--- src/rtl/dds_sweep_ctrl_if.sv ---
// Sweep-controller bus: configuration and start/stop in, frequency word and status out.
interface dds_sweep_ctrl_if #(
    parameter int N  = 24,
    parameter int DW = 16
);
    logic          start;
    logic          stop;
    logic          mode;
    logic [N-1:0]  f_start;
    logic [N-1:0]  f_stop;
    logic [N-1:0]  f_step;
    logic [DW-1:0] dwell;
    logic [N-1:0]  FreqWord;
    logic          busy;
    logic          step_tick;
    logic          done;

    modport master (
        output start, stop, mode, f_start, f_stop, f_step, dwell,
        input  FreqWord, busy, step_tick, done
    );

    modport slave (
        input  start, stop, mode, f_start, f_stop, f_step, dwell,
        output FreqWord, busy, step_tick, done
    );
endinterface

--- src/rtl/dds_sweep_ctrl.sv ---
// Linear frequency-sweep controller driving the DDS frequency word.
// Single up-sweep or continuous triangle sweep with a per-value dwell time.
module dds_sweep_ctrl #(
    parameter int N  = 24,
    parameter int DW = 16
) (
    input  logic             clk,
    input  logic             rst_n,
    dds_sweep_ctrl_if.slave  bus
);

    typedef enum logic [1:0] {
        IDLE,
        UP,
        DOWN
    } state_t;

    state_t        state_q, state_d;
    logic [N-1:0]  freq_q, freq_d;
    logic          busy_q, busy_d;
    logic          tick_q, tick_d;
    logic          done_q, done_d;
    logic [DW-1:0] cnt_q, cnt_d;
    logic [N-1:0]  fstart_q, fstart_d;
    logic [N-1:0]  fstop_q, fstop_d;
    logic [N-1:0]  fstep_q, fstep_d;
    logic [DW-1:0] dwell_q, dwell_d;
    logic          mode_q, mode_d;

    // Widened arithmetic so a step past either end is caught before it wraps.
    logic [N:0]    up_sum;
    logic [N:0]    dn_diff;
    logic [N-1:0]  up_clamped;
    logic [N-1:0]  dn_clamped;
    logic          end_dwell;

    // Clamped next-up / next-down values and end-of-dwell detection.
    always_comb begin
        up_sum     = {1'b0, freq_q} + {1'b0, fstep_q};
        dn_diff    = {1'b0, freq_q} - {1'b0, fstep_q};
        up_clamped = (up_sum > {1'b0, fstop_q}) ? fstop_q : up_sum[N-1:0];
        dn_clamped = (dn_diff[N] || (dn_diff[N-1:0] < fstart_q)) ? fstart_q : dn_diff[N-1:0];
        end_dwell  = (cnt_q == (dwell_q - 1'b1));
    end

    // Next-state and output logic for the sweep FSM.
    always_comb begin
        state_d  = state_q;
        freq_d   = freq_q;
        busy_d   = busy_q;
        tick_d   = 1'b0;
        done_d   = 1'b0;
        cnt_d    = cnt_q;
        fstart_d = fstart_q;
        fstop_d  = fstop_q;
        fstep_d  = fstep_q;
        dwell_d  = dwell_q;
        mode_d   = mode_q;

        if (bus.stop) begin
            state_d = IDLE;
            busy_d  = 1'b0;
            cnt_d   = '0;
        end else begin
            case (state_q)
                IDLE: begin
                    if (bus.start) begin
                        fstart_d = bus.f_start;
                        fstop_d  = bus.f_stop;
                        fstep_d  = bus.f_step;
                        dwell_d  = (bus.dwell == '0) ? {{(DW-1){1'b0}}, 1'b1} : bus.dwell;
                        mode_d   = bus.mode;
                        freq_d   = bus.f_start;
                        if ((bus.f_step == '0) || (bus.f_stop <= bus.f_start)) begin
                            done_d = 1'b1;
                        end else begin
                            cnt_d   = '0;
                            busy_d  = 1'b1;
                            state_d = UP;
                        end
                    end
                end
                UP: begin
                    cnt_d = end_dwell ? '0 : cnt_q + 1'b1;
                    if (end_dwell) begin
                        if (freq_q < fstop_q) begin
                            freq_d = up_clamped;
                            tick_d = 1'b1;
                        end else if (!mode_q) begin
                            state_d = IDLE;
                            busy_d  = 1'b0;
                            done_d  = 1'b1;
                        end else begin
                            state_d = DOWN;
                            freq_d  = dn_clamped;
                            tick_d  = 1'b1;
                        end
                    end
                end
                DOWN: begin
                    cnt_d = end_dwell ? '0 : cnt_q + 1'b1;
                    if (end_dwell) begin
                        if (freq_q > fstart_q) begin
                            freq_d = dn_clamped;
                        end else begin
                            state_d = UP;
                            freq_d  = up_clamped;
                        end
                        tick_d = 1'b1;
                    end
                end
                default: begin
                    state_d = IDLE;
                    busy_d  = 1'b0;
                end
            endcase
        end
    end

    // State and datapath registers with asynchronous active-low reset.
    always_ff @(posedge clk or negedge rst_n) begin
        if (!rst_n) begin
            state_q  <= IDLE;
            freq_q   <= '0;
            busy_q   <= 1'b0;
            tick_q   <= 1'b0;
            done_q   <= 1'b0;
            cnt_q    <= '0;
            fstart_q <= '0;
            fstop_q  <= '0;
            fstep_q  <= '0;
            dwell_q  <= {{(DW-1){1'b0}}, 1'b1};
            mode_q   <= 1'b0;
        end else begin
            state_q  <= state_d;
            freq_q   <= freq_d;
            busy_q   <= busy_d;
            tick_q   <= tick_d;
            done_q   <= done_d;
            cnt_q    <= cnt_d;
            fstart_q <= fstart_d;
            fstop_q  <= fstop_d;
            fstep_q  <= fstep_d;
            dwell_q  <= dwell_d;
            mode_q   <= mode_d;
        end
    end

    assign bus.FreqWord  = freq_q;
    assign bus.busy      = busy_q;
    assign bus.step_tick = tick_q;
    assign bus.done      = done_q;

endmodule

--- src/flat_wrapper.sv ---
// flat-port wrapper written by rule: the top's interface ports become plain ports
module dds_sweep_ctrl_flat 
#(
    parameter int N  = 24,
    parameter int DW = 16
)
  (clk, rst_n, bus_start, bus_stop, bus_mode, bus_f_start, bus_f_stop, bus_f_step, bus_dwell, bus_FreqWord, bus_busy, bus_step_tick, bus_done);
  dds_sweep_ctrl_if #(.N(N), .DW(DW)) bus_i ();
  input  logic clk;
  input  logic rst_n;
  input wire logic [$bits(bus_i.start)-1:0] bus_start;
  input wire logic [$bits(bus_i.stop)-1:0] bus_stop;
  input wire logic [$bits(bus_i.mode)-1:0] bus_mode;
  input wire logic [$bits(bus_i.f_start)-1:0] bus_f_start;
  input wire logic [$bits(bus_i.f_stop)-1:0] bus_f_stop;
  input wire logic [$bits(bus_i.f_step)-1:0] bus_f_step;
  input wire logic [$bits(bus_i.dwell)-1:0] bus_dwell;
  output wire logic [$bits(bus_i.FreqWord)-1:0] bus_FreqWord;
  output wire logic [$bits(bus_i.busy)-1:0] bus_busy;
  output wire logic [$bits(bus_i.step_tick)-1:0] bus_step_tick;
  output wire logic [$bits(bus_i.done)-1:0] bus_done;
  assign bus_i.start = bus_start;
  assign bus_i.stop = bus_stop;
  assign bus_i.mode = bus_mode;
  assign bus_i.f_start = bus_f_start;
  assign bus_i.f_stop = bus_f_stop;
  assign bus_i.f_step = bus_f_step;
  assign bus_i.dwell = bus_dwell;
  assign bus_FreqWord = bus_i.FreqWord;
  assign bus_busy = bus_i.busy;
  assign bus_step_tick = bus_i.step_tick;
  assign bus_done = bus_i.done;
  dds_sweep_ctrl #(.N(N), .DW(DW)) u_core (.clk(clk), .rst_n(rst_n), .bus(bus_i));
endmodule
--- config.mk ---
export PLATFORM = sky130hd
export DESIGN_NAME = dds_sweep_ctrl_flat
export DESIGN_NICKNAME = d
export VERILOG_FILES = /design/src/rtl/dds_sweep_ctrl_if.sv /design/src/rtl/dds_sweep_ctrl.sv /design/src/flat_wrapper.sv
export SDC_FILE = /design/constraint.sdc
export NUM_CORES = 1
export LEC_CHECK = 0
export CAP_MARGIN = 20
export CORE_UTILIZATION = 65
export CTS_BUF_LIST = sky130_fd_sc_hd__clkbuf_8
export DETAILED_ROUTE_END_ITERATION = 10
export PLACE_DENSITY_LB_ADDON = 0.08
export SYNTH_ARGS = -nofsm -noshare
export SYNTH_HDL_FRONTEND = slang
export SYNTH_SLANG_ARGS = --single-unit
--- constraint.sdc ---
create_clock -name clk -period 10.7 [get_ports clk]
set_clock_uncertainty 0.05 [all_clocks]
set_input_delay 1.07 -clock clk [delete_from_list [all_inputs] [get_ports clk]]
set_output_delay 1.07 -clock clk [all_outputs]
set_load 0.03 [all_outputs]
==> impl_metrics.json <==
{
  "synth_seq_area_share_pct": 26.6,
  "crit_type": "flop to flop",
  "ant_nets": 0,
  "clockBufferDepth": 2,
  "r2r-start": "u_core.bus.FreqWord[1]$_DFFE_PN0P_",
  "utilization_pct": 75.8,
  "yosysMostFrequentCell": "nand2_1",
  "cts_made_buffers": 17,
  "fin_cells": 1892,
  "yosysTopAreaCellShare_pct": 26.4,
  "period_needed_ns": 6.12,
  "final_nets": 1885,
  "ctsResizeCount": 0,
  "r2r_cells": 19,
  "r2r-end": "u_core.bus.FreqWord[13]$_DFFE_PN0P_",
  "grt-ovfl-total": 0,
  "fin_crit_sh_pct": 57.2,
  "synthTopCellsByCount": "nand2_1 (193), ha_1 (172), inv_1 (143)",
  "grt_busiest_layer": "met2",
  "grt_pass1_wl_um": 61900,
  "num_vias": 12312,
  "synth_area_per_cell_um2": 8.18,
  "drc": 0,
  "yosysWarnings": 0,
  "cts_tree": "yes",
  "finalSetupViolCount": 0,
  "cts_sinks": 134,
  "chipWidth_um": 141,
  "portBuffers": 119,
  "cp.required_ns": 11.00,
  "use_met3_pct": 7.44,
  "routed_via_density": 6.51,
  "insertion_delay_ns": 0.50,
  "clk_pin_slew_ns": 0.09,
  "synth.distinct_cells": 86,
  "track_usage_pct": 39.8,
  "synthArstFlopShare_pct": 100,
  "drtIter0Drc": 1312,
  "routed_wl_um": 38900,
  "root_buffer": "clkbuf_8",
  "timing.fmax_mhz": 163,
  "synth_edf_count": 0,
  "r2r_slack_ns": 4.58,
  "critPathArrivalTime_ns": 6.41,
  "maxCapViolations": 0,
  "die_h_um": 141,
  "crit_start": "u_core.bus.FreqWord[1]$_DFFE_PN0P_",
  "first_global_vias": 11912,
  "met2_usage_pct": 64.1,
  "slew_violations": 0,
  "area_growth_pct": 13.4,
  "num_rows": 50,
  "hold_buffers": 0,
  "tightest_slew_ns": 1.45,
  "ys.flop_type": "dfrtp_1",
  "status": "finished clean",
  "place_hpwl_um": 29900,
  "startpoint_type": "flop",
  "hold_violations": 0,
  "synth_top_cell_by_area": "dfrtp_1",
  "critPathMaxFanout": 17,
  "cp-endpoint": "u_core.bus.FreqWord[13]$_DFFE_PN0P_",
  "hold_start": "u_core.fstep_q[0]$_DFFE_PN0P_",
  "antenna_found_initial": 1,
  "dp.cells": 1858,
  "relSlewSlack_pct": 2.53,
  "dpl_cell_area_mm2": 0.0139,
  "cts.htree.levels": 4,
  "synthesis.area_mm2": 0.0126,
  "grtUsageMet1_pct": 52.1,
  "dieArea_mm2": 0.0199,
  "ys_top_cells_by_area": "dfrtp_1 (26%), ha_1 (17%), nand2_1 (5.8%)",
  "drive_above_1_share_pct": 6.62,
  "rsz0062_at_grt": "no",
  "grt_max_degree": 123,
  "critical_path.endpoint_type": "flop",
  "syn-num-nets": 1806,
  "postSynthCellCount": 1539,
  "core_area_mm2": 0.0188,
  "start_util_pct": 66.9,
  "io_pins": 120,
  "routedWlPerCell_um": 20.6,
  "postLayoutCellArea_mm2": 0.0143,
  "ys_seq_elements": 134,
  "gp_congestion": 1.05,
  "hold_class": "flop to flop",
  "dr.pass1.iters": 8,
  "fin_tns_setup_ns": 0,
  "postCtsSetupRepairBufs": 0
}
-- worst min path at each step --
stage	to	depth (start not counted)	slack, ns
after global placement	u_core.fstep_q[0]$_DFFE_PN0P_	2	0.45
after CTS	u_core.fstep_q[0]$_DFFE_PN0P_	2	0.49
after floorplan	u_core.fstep_q[0]$_DFFE_PN0P_	2	0.43
final	u_core.fstep_q[0]$_DFFE_PN0P_	2	0.49
after detailed placement	u_core.fstep_q[0]$_DFFE_PN0P_	2	0.46
after global routing	u_core.fstep_q[0]$_DFFE_PN0P_	2	0.52
-- sequential cells by signal, summed over array words and instances, names as in the netlist --
| register | count |
|---|---|
| u_core.dwell_q | 16 |
| u_core.mode_q | 1 |
| u_core.fstop_q | 24 |
| u_core.state_q | 2 |
| u_core.fstart_q | 24 |
| u_core.cnt_q | 16 |
| u_core.bus.step_tick | 1 |
| u_core.bus.done | 1 |
| u_core.fstep_q | 24 |
| u_core.bus.FreqWord | 24 |
| u_core.bus.busy | 1 |
-- through the flow --
step	setup slack, ns	hold slack [ns]
floorplan	5.63	0.426
global placement	5.07	0.450
detailed placement	4.89	0.462
CTS	4.83	0.486
global route	4.30	0.517
finish	4.58	0.493
-- final cells by class --
type                    count  area (um2)
diodes                      1        2.50
clock buffers              18         248
clock inverters            14         128
fillers                  1487        4550
inverters                 144         541
multi-input cells        1192        8400
flip-flops and latches    134        3350
well taps                 260         325
repair buffers            129        1280
-- kinds of logic (layout without fill, tap and decap cells) --
family / after synthesis / in the layout / share of synthesized area [%]
mux: 50 / 50 / 4.00
simple gates: 508 / 508 / 19.6
xor+xnor: 49 / 49 / 3.41
buf+inv: 213 / 305 / 6.88
flops: 134 / 134 / 26.6
fa+ha+maj: 174 / 174 / 17.4
other cells: 0 / 1 / 0
compound gates: 411 / 411 / 22.1
-- per-layer routing --
layer / routed length (um) / vias up
met1: 16200 / 5873
met5: 0 / -
li1: - / 5704
met2: 17600 / 609
met4: 1750 / 0
met3: 3330 / 126
-- placed cells by master, fill, tap and decap left out, types with 15 or more instances in the layout --
cell type,instances
a21oi_1,96
inv_1,143
a21o_1,26
mux2i_1,47
nand4_1,32
nand3_1,36
o31ai_1,19
dfrtp_1,133
clkdlybuf4s50_1,118
nor4_1,21
o21ai_0,116
xnor2_1,37
nor3_1,33
o221a_2,17
nand2_1,193
clkbuf_8,18
ha_1,172
nand2b_1,15
nor2_1,89
-- critical path: stages (launching register included) --
cell and delay [ns]:
dfrtp_1 0.54, inv_1 0.11, fa_1 0.47, nor2_1 0.15, o221ai_1 0.25, a2111o_1 0.50
a21oi_2 0.25, a21oi_1 0.10, o311ai_0 0.42, ha_1 0.34, a211oi_1 0.24, nor2_1 0.07
or3_1 0.34, nor4_1 0.42, o211ai_1 0.17, a21o_1 0.36, buf_4 0.34, a2111oi_0 0.52
o221a_2 0.30, o31ai_2 0.05
Power is left out: the tool's default activity adds up to more than one toggle a clock period on the data nets, which glitch-free logic cannot reach.
